File: config.mk
export PLATFORM = sky130hd
export DESIGN_NAME = fpu_addsub_param
export DESIGN_NICKNAME = d
export VERILOG_FILES = /design/src/rtl/fpu_pkg.sv /design/src/rtl/fpu_lzc.sv /design/src/rtl/fpu_addsub_param.sv
export SDC_FILE = /design/constraint.sdc
export NUM_CORES = 1
export LEC_CHECK = 0
export BUFFER_PORTS_ARGS = -buffer_cell sky130_fd_sc_hd__buf_2
export CAP_MARGIN = 20
export CORE_ASPECT_RATIO = 1.1
export CORE_MARGIN = 2
export CORE_UTILIZATION = 35
export CTS_CLUSTER_SIZE = 30
export DETAILED_ROUTE_END_ITERATION = 12
export MAX_ROUTING_LAYER = met4
export PLACE_DENSITY_LB_ADDON = 0.25
export SLEW_MARGIN = 20
export SYNTH_ARGS = -nofsm -noshare
export SYNTH_HDL_FRONTEND = slang
export SYNTH_SLANG_ARGS = --single-unit
File: constraint.sdc
create_clock -name clock -period 11.25 [get_ports clock]
set_input_delay 1.125 -clock clock [delete_from_list [all_inputs] [get_ports clock]]
set_output_delay 1.125 -clock clock [all_outputs]
set_load 0.1 [all_outputs]
File: src/rtl/fpu_pkg.sv
// ============================================================================
//  Module   : fpu_pkg
//  Brief    : Shared types and helpers for the parametrised FP add/sub unit.
//  Revision : 1.0  initial release
// ============================================================================
`default_nettype none

package fpu_pkg;

  typedef enum logic [3:0] {
    EXACT     = 4'b0001,
    INEXACT   = 4'b0010,
    OVERFLOW  = 4'b0100,
    UNDERFLOW = 4'b1000
  } status_t;

  typedef enum logic [2:0] {
    IDLE      = 3'd0,
    ALIGN     = 3'd1,
    CALC      = 3'd2,
    NORMALIZE = 3'd3,
    ROUND     = 3'd4,
    PACK      = 3'd5
  } state_t;

  function automatic int bias(input int exp_w);
    return (1 << (exp_w - 1)) - 1;
  endfunction

endpackage

`default_nettype wire

File: src/rtl/fpu_lzc.sv
// ============================================================================
//  Module   : fpu_lzc
//  Brief    : Combinational leading-zero counter; all-zero input yields W.
//  Revision : 1.0  initial release
// ============================================================================
`default_nettype none

module fpu_lzc #(
  parameter  int W     = 28,
  localparam int CNT_W = $clog2(W + 1)
) (
  input  logic [W-1:0]     i_value,
  output logic [CNT_W-1:0] o_count
);

  // Scan upward so the highest set bit has the final say.
  always_comb begin
    o_count = CNT_W'(W);
    for (int i = 0; i < W; i++) begin
      if (i_value[i]) begin
        o_count = CNT_W'(W - 1 - i);
      end
    end
  end

endmodule

`default_nettype wire

File: src/rtl/fpu_addsub_param.sv
// ============================================================================
//  Module   : fpu_addsub_param
//  Brief    : Multi-cycle parametrised FP add/sub, RNE rounding, saturating
//             overflow and flush-to-zero underflow; fixed 5-clock latency.
//  Revision : 1.0  initial release
// ============================================================================
`default_nettype none

module fpu_addsub_param
  import fpu_pkg::*;
#(
  parameter  int EXP_W  = 7,
  parameter  int MAN_W  = 24,
  localparam int DATA_W = 1 + EXP_W + MAN_W
) (
  input  logic              clock,
  input  logic              reset,
  input  logic              start,
  input  logic              op,
  input  logic [DATA_W-1:0] op_A_in,
  input  logic [DATA_W-1:0] op_B_in,
  output logic              busy,
  output logic              done,
  output logic [DATA_W-1:0] data_out,
  output logic [3:0]        status_out
);

  localparam int c_SIG_W     = MAN_W + 1;
  localparam int c_EXT_W     = MAN_W + 4;
  localparam int c_SE_W      = EXP_W + 2;
  localparam int c_SH_W      = $clog2(c_EXT_W);
  localparam int c_LZ_W      = $clog2(c_EXT_W + 1);
  localparam int c_MAX_SHIFT = MAN_W + 3;
  localparam logic signed [c_SE_W-1:0] c_EXP_MAX = c_SE_W'((1 << EXP_W) - 1);
  localparam logic signed [c_SE_W-1:0] c_EXP_ONE = c_SE_W'(1);

  state_t                    r_state;
  logic                      r_sign_a, r_sign_b;
  logic [EXP_W-1:0]          r_exp_a, r_exp_b;
  logic [c_SIG_W-1:0]        r_sig_a, r_sig_b;
  logic                      r_sign_l, r_sign_s;
  logic [c_EXT_W-1:0]        r_big, r_small;
  logic [c_EXT_W:0]          r_sum;
  logic [c_EXT_W-1:0]        r_norm;
  logic                      r_sign;
  logic signed [c_SE_W-1:0]  r_exp;
  logic                      r_zero;
  logic [DATA_W-1:0]         r_result;
  logic [3:0]                r_status;

  logic                      w_a_larger;
  logic [EXP_W-1:0]          w_exp_diff;
  logic [c_SIG_W-1:0]        w_sig_small;
  logic [c_SH_W-1:0]         w_shift;
  logic [c_EXT_W-1:0]        w_small_ext, w_shifted, w_aligned;
  logic                      w_sticky;
  logic [c_LZ_W-1:0]         w_lzc;
  logic                      w_inc, w_lost;
  logic [c_SIG_W:0]          w_mant;
  logic [MAN_W-1:0]          w_frac;
  logic signed [c_SE_W-1:0]  w_exp_r;
  logic [DATA_W-1:0]         w_result;
  logic [3:0]                w_status;

  // Alignment: exponent then significand decides the larger magnitude.
  always_comb begin
    w_a_larger  = {r_exp_a, r_sig_a} >= {r_exp_b, r_sig_b};
    w_exp_diff  = w_a_larger ? (r_exp_a - r_exp_b) : (r_exp_b - r_exp_a);
    w_sig_small = w_a_larger ? r_sig_b : r_sig_a;
    w_shift     = (int'(w_exp_diff) > c_MAX_SHIFT) ? c_SH_W'(c_MAX_SHIFT)
                                                   : c_SH_W'(w_exp_diff);
    w_small_ext = {w_sig_small, 3'b000};
    w_shifted   = w_small_ext >> w_shift;
    w_sticky    = |(w_small_ext & ~({c_EXT_W{1'b1}} << w_shift));
    w_aligned   = {w_shifted[c_EXT_W-1:1], w_shifted[0] | w_sticky};
  end

  fpu_lzc #(.W(c_EXT_W)) u_lzc (
    .i_value (r_sum[c_EXT_W-1:0]),
    .o_count (w_lzc)
  );

  // Rounding and range checks; bits [2:0] of r_norm are G, R, S.
  always_comb begin
    w_inc  = r_norm[2] & (r_norm[1] | r_norm[0] | r_norm[3]);
    w_lost = |r_norm[2:0];
    w_mant = {1'b0, r_norm[c_EXT_W-1:3]} + {{c_SIG_W{1'b0}}, w_inc};
    if (w_mant[c_SIG_W]) begin
      w_frac  = w_mant[MAN_W:1];
      w_exp_r = r_exp + c_EXP_ONE;
    end else begin
      w_frac  = w_mant[MAN_W-1:0];
      w_exp_r = r_exp;
    end
    w_result = '0;
    w_status = EXACT;
    if (r_zero) begin
      w_result = '0;
      w_status = w_lost ? INEXACT : EXACT;
    end else if (w_exp_r > c_EXP_MAX) begin
      w_result = {r_sign, {(DATA_W-1){1'b1}}};
      w_status = OVERFLOW | INEXACT;
    end else if (w_exp_r[c_SE_W-1] || (w_exp_r == '0)) begin
      w_result = {r_sign, {(DATA_W-1){1'b0}}};
      w_status = UNDERFLOW | INEXACT;
    end else begin
      w_result = {r_sign, w_exp_r[EXP_W-1:0], w_frac};
      w_status = w_lost ? INEXACT : EXACT;
    end
  end

  always_ff @(posedge clock or negedge reset) begin
    if (!reset) begin
      r_state    <= IDLE;
      busy       <= 1'b0;
      done       <= 1'b0;
      data_out   <= '0;
      status_out <= '0;
      r_sign_a   <= 1'b0;
      r_sign_b   <= 1'b0;
      r_exp_a    <= '0;
      r_exp_b    <= '0;
      r_sig_a    <= '0;
      r_sig_b    <= '0;
      r_sign_l   <= 1'b0;
      r_sign_s   <= 1'b0;
      r_big      <= '0;
      r_small    <= '0;
      r_sum      <= '0;
      r_norm     <= '0;
      r_sign     <= 1'b0;
      r_exp      <= '0;
      r_zero     <= 1'b0;
      r_result   <= '0;
      r_status   <= '0;
    end else begin
      done <= 1'b0;
      case (r_state)
        IDLE: begin
          if (start) begin
            r_sign_a <= op_A_in[DATA_W-1];
            r_sign_b <= op_B_in[DATA_W-1] ^ op;
            r_exp_a  <= op_A_in[DATA_W-2:MAN_W];
            r_exp_b  <= op_B_in[DATA_W-2:MAN_W];
            // A zero exponent encodes zero regardless of the fraction field.
            r_sig_a  <= (op_A_in[DATA_W-2:MAN_W] == '0) ? '0 : {1'b1, op_A_in[MAN_W-1:0]};
            r_sig_b  <= (op_B_in[DATA_W-2:MAN_W] == '0) ? '0 : {1'b1, op_B_in[MAN_W-1:0]};
            busy     <= 1'b1;
            r_state  <= ALIGN;
          end
        end
        ALIGN: begin
          r_sign_l <= w_a_larger ? r_sign_a : r_sign_b;
          r_sign_s <= w_a_larger ? r_sign_b : r_sign_a;
          r_exp    <= {2'b00, (w_a_larger ? r_exp_a : r_exp_b)};
          r_big    <= {(w_a_larger ? r_sig_a : r_sig_b), 3'b000};
          r_small  <= w_aligned;
          r_state  <= CALC;
        end
        CALC: begin
          if (r_sign_l == r_sign_s) begin
            r_sum <= {1'b0, r_big} + {1'b0, r_small};
          end else begin
            r_sum <= {1'b0, r_big} - {1'b0, r_small};
          end
          r_sign  <= r_sign_l;
          r_state <= NORMALIZE;
        end
        NORMALIZE: begin
          r_zero <= (r_sum == '0);
          if (r_sum == '0) begin
            r_sign <= 1'b0;
          end
          if (r_sum[c_EXT_W]) begin
            r_norm <= {r_sum[c_EXT_W:2], r_sum[1] | r_sum[0]};
            r_exp  <= r_exp + c_EXP_ONE;
          end else begin
            r_norm <= r_sum[c_EXT_W-1:0] << w_lzc;
            r_exp  <= r_exp - c_SE_W'(w_lzc);
          end
          r_state <= ROUND;
        end
        ROUND: begin
          r_result <= w_result;
          r_status <= w_status;
          r_state  <= PACK;
        end
        PACK: begin
          data_out   <= r_result;
          status_out <= r_status;
          done       <= 1'b1;
          busy       <= 1'b0;
          r_state    <= IDLE;
        end
        default: begin
          busy    <= 1'b0;
          r_state <= IDLE;
        end
      endcase
    end
  end

endmodule

`default_nettype wire

* Word level (Yosys, flattened, before mapping)
Index checks and enable logic that the tools add are counted.
** Word-level totals
- Logic and storage cells :: 123
- Register bits after elaboration :: 266
- Bits in latches :: 0
- Memory bits (writable) :: 0
- Memory bits (read-only) :: 0
- Memories :: 0
- Input port bits :: 68
** Operators by class
- Muxes and demuxes :: 57
- Bitwise logic cells :: 9
- Equal/unequal tests :: 8
- $add $sub $neg :: 7
- Shift-type cells :: 3
- Order comparisons :: 3
- Div/mod/pow operators :: 0
- Multipliers :: 0
- Reduce and logical (&&, ||, !) cells :: 14
** Operators with widths (count)
- 25-bit 2-to-1 mux :: 4
- 5-bit 2-to-1 mux :: 17
- 31-bit 2-to-1 mux :: 2
- 4-bit 2-to-1 mux :: 11
- 32-bit greater-or-equal comparator :: 1
- 32-bit 2-to-1 mux :: 1
- 28-bit by 28-bit adder with 29-bit output :: 1
- 29-bit zero test :: 1
- 29-bit 2-to-1 mux :: 1
- 28-bit by 28-bit subtractor with 29-bit output :: 1
- 28-bit AND :: 1
- 28-bit 2-to-1 mux :: 1
- 28-bit inverter :: 1
- 28-bit OR reduction :: 1
- 28-bit by 5-bit << shifter with 28-bit output :: 1
- 28-bit by 5-bit << shifter with 28-bit output (first input constant) :: 1
- 28-bit by 5-bit >> shifter with 28-bit output :: 1
- 25-bit by 1-bit adder with 26-bit output :: 1
- 24-bit 2-to-1 mux :: 1
- 9-bit 2-to-1 mux :: 2
- 9-bit one-hot mux with 2 select lines :: 1
- 3-bit 2-to-1 mux :: 5
- 3-bit one-hot mux with 5 select lines :: 1
- 7-bit zero test :: 2
- other kinds (25) :: 41

* Longest topological paths before layout
Gate-level depths: netlist (run 1).
- Depth in word-level cells :: 31
- Depth in mapped cells :: 23

* By module
Synthesis (run 1) repeated with hierarchy kept, for this count alone.
** Unflattened totals
- Cell total of the unflattened synthesis :: 2322
- Area total of the unflattened synthesis :: 19458.7 um^2
** Modules (own cells, without submodules)
- fpu_addsub_param :: times used 1, area each 19122.1 um^2, cells each 2262, sequential area each 6656.4 um^2
- fpu_lzc :: times used 1, area each 336.6 um^2, cells each 60, sequential area each 0.0 um^2

* Worst setup path after synthesis (run 1)
OpenSTA, ideal clock, no wires.
- Kind :: register to register
- From :: register r_sum[5]
- To :: register r_exp[8]
- Slack :: 7.053 ns
- Data required time :: 11.129 ns
- Path buffers :: 4
- Cell stages (with the launch flop) :: 20
- Clock period less this slack :: 4.197 ns
- Arrival :: 4.076 ns
- Cell sequence :: dfrtp_1 > clkbuf_1 > nor4_1 > o41ai_1 > nand2_1 > a21boi_0 > o21a_1 > clkbuf_1 > inv_1 > buf_1 > clkbuf_1 > ha_1 > nor2b_1 > o21ai_0 > nand2b_1 > and2_1 > or4_1 > o32a_1 > a21o_1 > a22o_1
** On the way
- Cells in the longest elaborated chain, start to end :: 26
** RTL lines
- start: declaration :: line fpu_addsub_param.sv:43 : logic [c_EXT_W:0] r_sum;
- start signal: assignment :: line fpu_addsub_param.sv:162 : r_sum <= {1'b0, r_big} + {1'b0, r_small};
- start signal: assignment :: line fpu_addsub_param.sv:164 : r_sum <= {1'b0, r_big} - {1'b0, r_small};
- 4-bit 2-to-1 mux (7 in series) :: line fpu_lzc.sv:20 : if (i_value[i]) begin
- 5-bit 2-to-1 mux (16 in series) :: line fpu_lzc.sv:20
- 9-bit by 5-bit subtractor with 9-bit output :: line fpu_addsub_param.sv:179 : r_exp <= r_exp - c_SE_W'(w_lzc);
- 9-bit 2-to-1 mux :: line fpu_addsub_param.sv:174 : if (r_sum[c_EXT_W]) begin
- 9-bit one-hot mux with 2 select lines :: line fpu_addsub_param.sv:138 : case (r_state)
- end signal: assignment :: line fpu_addsub_param.sv:155 : r_exp <= {2'b00, (w_a_larger ? r_exp_a : r_exp_b)};
- end signal: assignment :: line fpu_addsub_param.sv:176 : r_exp <= r_exp + c_EXP_ONE;
- end signal: assignment :: line fpu_addsub_param.sv:179
- end: declaration :: line fpu_addsub_param.sv:46 : logic signed [c_SE_W-1:0] r_exp;
Every way passes these cells.
A chain may end at the register's enable or synchronous reset.

* Final worst setup path (run 1)
- From :: register r_exp_a[0]
- To :: register r_small[0]
** On the way
- Cells in the longest elaborated chain, start to end :: 9
- Elaborated cells between the ends (all ways) :: 13
- Classes of those cells :: add/sub: 2; order compare: 2; shift: 2; mux: 3; bitwise: 3; reduce/logical: 1
** RTL lines
- start: declaration :: line fpu_addsub_param.sv:39 : logic [EXP_W-1:0] r_exp_a, r_exp_b;
- start signal: assignment :: line fpu_addsub_param.sv:143 : r_exp_a <= op_A_in[DATA_W-2:MAN_W];
- 32-bit greater-or-equal comparator or 7-bit subtractor (tied branches) :: line fpu_addsub_param.sv:67, fpu_addsub_param.sv:68
- 7-bit 2-to-1 mux :: line fpu_addsub_param.sv:68 : w_exp_diff = w_a_larger ? (r_exp_a - r_exp_b) : (r_exp_b - r_exp_a);
- 7-bit by 5-bit > comparator with 1-bit output :: line fpu_addsub_param.sv:70 : w_shift = (int'(w_exp_diff) > c_MAX_SHIFT) ? c_SH_W'(c_MAX_SHIFT)
- 5-bit 2-to-1 mux :: line fpu_addsub_param.sv:70
- 28-bit by 5-bit << shifter with 28-bit output :: line fpu_addsub_param.sv:74 : w_sticky = |(w_small_ext & ~({c_EXT_W{1'b1}} << w_shift));
- 28-bit inverter :: line fpu_addsub_param.sv:74
- 28-bit AND :: line fpu_addsub_param.sv:74
- 28-bit OR reduction :: line fpu_addsub_param.sv:74
- 1-bit OR * :: line fpu_addsub_param.sv:75 : w_aligned = {w_shifted[c_EXT_W-1:1], w_shifted[0] | w_sticky};
- end signal: assignment :: line fpu_addsub_param.sv:157 : r_small <= w_aligned;
- end: declaration :: line fpu_addsub_param.sv:42 : logic [c_EXT_W-1:0] r_big, r_small;
Every way passes the cells marked *; elsewhere a longest branch is shown, timed or not.

==> results.md, run 1 <==
- Status: finished clean
- Ports: 106
- Number of synthesized flops with an enable pin: 0
- Max-Cap Viols: 0
- Layout cells sized above 1: 11.1%
- Die ar.: 56800 um2
- Initial Util: 35.2%
- Vias in the first global route: 17283
- FF-to-FF End: r_small[0]$_DFFE_PN0P_
- Clock skew: 12.0 ps
- Reg2Reg Depth: 16
- Post-CTS Setup Repair Bufs: 0
- Syn Nets: 2504
- Mean Syn Cell Area: 8.23 um2
- Warnings from Yosys: 0
- Slew headroom: 30.5%
- Core ar.: 54500 um2
- Root Buffer: clkbuf_16
- Reg2reg setup slack: 5480 ps
- Routed wire per std cell: 20.9 um
- WS Path Type: reg -> reg
- Row cnt: 90
- CP startpoint: r_exp_a[0]$_DFFE_PN0P_
- Cts bufs inserted: 31
- First-pass GRT wire length: 101000 um
- Cts hold-fix bufs: 0
- Async set or reset register ratio after synthesis: 100%
- Post-synth top flop: dfrtp_1
- Cells after Synth: 2335
- RSZ-0062 raised after global routing: no
- Final setup vio count: 0
- Hold Fails Final Rpt: 0
- Final Max Tran Viols: 0
- Required @ worst endpoint: 11690 ps
- Final min period: 5770 ps
- Gpl congestion: 0.973
- Iteration-0 DRC Markers: 1300
- Fmax: 173 MHz
- Clock Tree Buf Depth: 3
- Drt pass-1 iters: 6
- DP HPWL: 49000 um
- Final worst slack: 5480 ps
- Die Width: 227 um
- Final Cycle Share: 51.3%
- Largest net degree at the start of global routing: 161
- WL final: 64900 um
- DRC Markers: 0
- Port bufs: 105
- Critical Path Start Type: register
- #FFs+latches synth: 266
- Post-CTS sizing: 0
- Die height: 250 um
- Worst slew pin tran: 1040 ps
- Worst-path clk slew: 60 ps
- CTS tree: built
- Final nets: 2518
- Via count: 17692
- Hold path cells: 2
- Setup tns final: 0 ps
- Vias/cell: 5.69
- Initial antenna violation count: 0
- Worst Path Max Fanout: 89
- Yosys cell types: 93
- Critical Path AT: 6220 ps
- Post-DRT Antenna Nets: 0
- Htree depth: 1
- Overflow after GRT: 0
- Synth Cell Area: 19200 um2
- Reg2Reg Launch Point: r_exp_a[0]$_DFFE_PN0P_
- Pre-CTS setup slack: 5550 ps
- GR Util All Layers: 23.2%
- Number of diodes: 0
- Hold Crit Start: r_result[12]$_DFFE_PN0P_
- CTS Sinks: 266
- Seq/Total Area, Yosys: 34.7%
- Crit end category: register
- Worst Hold Path EP: data_out[12]$_DFFE_PN0P_
- Worst-skew pair later-pin latency: 600 ps
- Hold Crit Class: reg -> reg
- P&R area growth vs syn: 11.5%
==> routing by layer <==
layer	routed length [um]	part of all wire [%]	GRT usage (%)
met3	2370	3.7	2.19
met1	26900	41	27.5
met4	3290	5.1	10.3
met2	32400	50	39.8
met5	0	0	-
==> final cells by class <==
class                   instances  area, um2
clock buffers                  45        898
clock inverters                13        189
fillers                      5671      33100
inverters                     116        435
multi-input cells            1798      11500
flip-flops and latches        266       6660
well taps                     736        921
repair buffers                136        781
==> worst max-delay path: stages, from the launching register on <==
cell	delay (ps)
dfrtp_1	400
inv_1	80
ha_1	540
a21oi_2	230
o21ai_1	130
a221oi_4	570
o31ai_4	220
nor2_4	160
buf_4	710
mux2i_4	740
o311ai_4	170
buf_4	300
or3_1	350
o311a_2	200
a32o_1	280
nor3_1	350
a32oi_1	170
==> kinds of logic after synthesis <==
group                    count (synthesis)  synth area share, %
multiplexers                           108                 6.21
flip-flops                             266                 34.7
adder cells (fa/ha/maj)                101                 6.74
XOR/XNOR                                56                 2.55
AO/OA/AOI/OAI                          721                 25.4
AND/OR/NAND/NOR                        812                 18.9
buffers and inverters                  271                 5.54
==> worst max path at each step <==
stage,endpoint,cells past startpoint
2_1_floorplan,r_exp[8]$_DFFE_PN0P_,19
3_3_place_gp,r_small[3]$_DFFE_PN0P_,17
3_5_place_dp,r_small[8]$_DFFE_PN0P_,17
4_1_cts,r_small[0]$_DFFE_PN0P_,16
5_1_grt,r_small[3]$_DFFE_PN0P_,17
6_report,r_small[0]$_DFFE_PN0P_,16
==> sequential cells by signal, summed over array words and instances, names as in the netlist, 3 cells and up <==
signal and cells:
data_out 32, r_result 32, r_sum 29, r_norm 28, r_small 28, r_big 25, r_sig_a 25, r_sig_b 25
r_exp 9, r_exp_a 7, r_exp_b 7, r_status 4, status_out 4, r_state 3
==> through the flow <==
step,std cells,util (%),cell area [um2],hold slack [ps]
global route,3110,39.3,21400,495
floorplan,2335,-,19200,439
finish,3110,39.3,21400,461
detailed placement,3052,37.3,20300,454
global placement,3052,37.3,20300,451
CTS,3110,39.3,21400,460
==> cells in the mapped netlist, drive strengths merged, types with 12 or more instances <==
| library cell | n | area (um2) |
|---|---|---|
| nor4 | 23 | 144 |
| ha | 97 | 1210 |
| nand2 | 361 | 1360 |
| clkbuf | 122 | 458 |
| a21o | 36 | 270 |
| o21ai | 157 | 786 |
| mux2 | 36 | 409 |
| and2 | 18 | 113 |
| dfrtp | 266 | 6660 |
| a21oi | 181 | 917 |
| a22oi | 15 | 113 |
| mux2i | 68 | 693 |
| a31oi | 38 | 238 |
| a211oi | 21 | 175 |
| xnor2 | 35 | 307 |
| o21bai | 12 | 90.1 |
| nor2b | 13 | 81.3 |
| a221o | 21 | 210 |
| xor2 | 21 | 184 |
| a221oi | 23 | 236 |
| buf | 33 | 171 |
| nor3 | 48 | 240 |
| o22ai | 13 | 81.3 |
| o21a | 14 | 105 |
| nand4 | 13 | 81.3 |
| nand3 | 45 | 225 |
| a22o | 53 | 464 |
| o31ai | 22 | 179 |
| inv | 116 | 435 |
| nor2 | 208 | 791 |
| and3 | 22 | 138 |
| nand2b | 19 | 119 |
| o211ai | 18 | 140 |
==> cells in the final DEF (no fill, tap or decap), types with 22 or more instances in the layout <==
master     synthesis  routed
clkbuf_16          0      31
xnor2_1           35      34
buf_4              2      30
mux2i_1           67      67
a21oi_1          178     175
inv_1            115     115
mux2_2            35      35
ha_1              97      97
nand3_1           45      45
dfrtp_1          266     266
a22o_1            53      53
nor3_1            48      48
nand2_1          360     360
a31oi_1           38      38
nor4_1            23      23
nor2_1           206     205
buf_2             14     104
o21ai_0          152     152
a21o_1            36      36
and3_1            22      22
Power of run 1 is not shown: default switching activity piles up to over one toggle a cycle in this logic, so the estimate is an artifact.
==> run 2, diff against run 1 <==
- clock period: 11.25 -> 5.3 ns (I/O delays scaled with it)
==> results.md, run 2 (same netlist as run 1, synthesis figures left out) <==
- Status: finished clean (unchanged)
- Worst-path clk slew: 60 ps (about the same)
- GR Util All Layers: 24.0% (was 23.2%)
- WL final: 66800 um (was 64900 um)
- Most frequent cells in the layout: 360 x nand2_1, 266 x dfrtp_1, 205 x nor2_1, 175 x a21oi_1, 152 x o21ai_0 (unchanged)
- Post-CTS Setup Repair Bufs: 0 (unchanged)
- Most common cell after layout, fill and taps aside: nand2_1 (unchanged)
- Overflow after GRT: 0 (unchanged)
- Largest regs: data_out x32, r_result x32, r_sum x29 (unchanged)
- Drt pass-1 iters: 6 (unchanged)
- Die height: 250 um (unchanged)
- Layout cells sized above 1: 12.5% (was 11.1%)
- Reg2Reg Launch Point: r_exp_a[4]$_DFFE_PN0P_ (was r_exp_a[0]$_DFFE_PN0P_)
- First-pass GRT wire length: 104000 um (was 101000 um)
- Final worst slack: 340 ps (was 5480 ps)
- Reg2Reg Depth: 14 (was 16)
- FF-to-FF End: r_small[1]$_DFFE_PN0P_ (was r_small[0]$_DFFE_PN0P_)
- Setup tns final: 0 ps (unchanged)
- Final core utilization: 39.8% (was 39.3%)
- Die ar.: 56800 um2 (unchanged)
- Final Max Tran Viols: 0 (unchanged)
- P&R area growth vs syn: 13.0% (was 11.5%)
- DP HPWL: 50800 um (was 49000 um)
- Core ar.: 54500 um2 (unchanged)
- DRC Markers: 0 (unchanged)
- Final setup vio count: 0 (unchanged)
- Worst-skew pair later-pin latency: 600 ps (about the same)
- Root Buffer: clkbuf_16 (unchanged)
- Hold Fails Final Rpt: 0 (unchanged)
- Largest net degree at the start of global routing: 122 (was 161)
- Worst slew pin tran: 1090 ps (was 1040 ps)
- Routed wire per std cell: 21.2 um (was 20.9 um)
- Vias in the first global route: 17485 (was 17283)
- Required @ worst endpoint: 5720 ps (was 11690 ps)
- Initial antenna violation count: 0 (unchanged)
- Final Cycle Share: 93.6% (was 51.3%)
- Post-CTS sizing: 0 (unchanged)
- Critical Path AT: 5380 ps (was 6220 ps)
- Clock skew: 11.8 ps (was 12.0 ps)
- Hold Crit Class: in -> async (was reg -> reg)
- WS Path Type: reg -> reg (unchanged)
- Pre-CTS setup slack: 390 ps (was 5550 ps)
- Final nets: 2557 (was 2518)
- CTS Sinks: 266 (unchanged)
- Crit end category: register (unchanged)
- RSZ-0062 raised after global routing: no (unchanged)
- CTS tree: built (unchanged)
- Slew headroom: 26.8% (was 30.5%)
- Initial Util: 35.2% (unchanged)
- Die Width: 227 um (unchanged)
- Clock Tree Buf Depth: 3 (unchanged)
- Reg2reg setup slack: 340 ps (was 5480 ps)
- Cts bufs inserted: 31 (unchanged)
- Ports: 106 (unchanged)
- Post-DRT Antenna Nets: 0 (unchanged)
- Number of diodes: 0 (unchanged)
- Via count: 17870 (was 17692)
- Port bufs: 105 (unchanged)
- Cts hold-fix bufs: 0 (unchanged)
- Iteration-0 DRC Markers: 1311 (was 1300)
- Max-Cap Viols: 0 (unchanged)
- Row cnt: 90 (unchanged)
- Critical Path Start Type: register (unchanged)
- Vias/cell: 5.68 (was 5.69)
- Worst Path Max Fanout: 14 (was 89)
- Htree depth: 1 (unchanged)
- Fmax: 202 MHz (was 173 MHz)
- Final min period: 4960 ps (was 5770 ps)
- Gpl congestion: 0.996 (was 0.973)
[run 2: cell types whose count changed in the layout (fill, tap and decap cells not counted)]
cell	before	now
buf_4	30	68
clkbuf_8	7	5
clkinv_4	0	2
buf_12	1	2
inv_6	1	0
nor2_2	0	1
nor2_4	3	2
[run 2: area by class of cell]
type                       instances  area (um2)
inverter                         116         435
timing repair buffer             175        1090
clock inverter                    14         198
multi-input combinational       1798       11500
sequential                       266        6660
fill                            5605       32800
tap                              736         921
clock buffer                      43         871
[run 2: stage by stage]
stage | hold slack (ps) | std cells | cell area (um2)
global placement | 452 | 3091 | 20600
global route | 85.6 | 3148 | 21700
detailed placement | 456 | 3091 | 20600
floorplan | 234 | 2335 | 19200
finish | 8.15 | 3148 | 21700
CTS | 29.3 | 3148 | 21700
[run 2: critical path, cell delays in order (launching register included)]
cell and delay [ps]:
dfrtp_1 360, inv_1 60, ha_1 460, a21o_1 260
a21o_1 200, a221oi_4 440, mux2_2 390, mux2_4 290
a211oi_4 440, nor3_1 170, or2_1 480, nor2_1 190
a2111oi_0 100, a2111oi_0 800, a22oi_1 130
[run 2: layer usage]
layer / vias to the layer above / global-route usage (%) / routed length, um
li1: 8536 / - / -
met1: 8680 / 29.7 / 27900
met2: 538 / 41.3 / 33600
met3: 116 / 2.07 / 2830
met4: 0 / 7.66 / 2460
met5: - / - / 0
[run 2: how the worst max path moves through the flow]
stage / start / endpoint / slack (ps)
after floorplan: r_sum[5]$_DFFE_PN0P_ / r_exp[8]$_DFFE_PN0P_ / 1100
after global placement: r_exp_a[4]$_DFFE_PN0P_ / r_small[1]$_DFFE_PN0P_ / 370
after detailed placement: r_exp_a[4]$_DFFE_PN0P_ / r_small[1]$_DFFE_PN0P_ / 390
after CTS: r_exp_a[4]$_DFFE_PN0P_ / r_small[1]$_DFFE_PN0P_ / 360
after global routing: r_exp_a[4]$_DFFE_PN0P_ / r_small[1]$_DFFE_PN0P_ / 40
final: r_exp_a[4]$_DFFE_PN0P_ / r_small[1]$_DFFE_PN0P_ / 340
Power of run 2 is left out for the same reason.
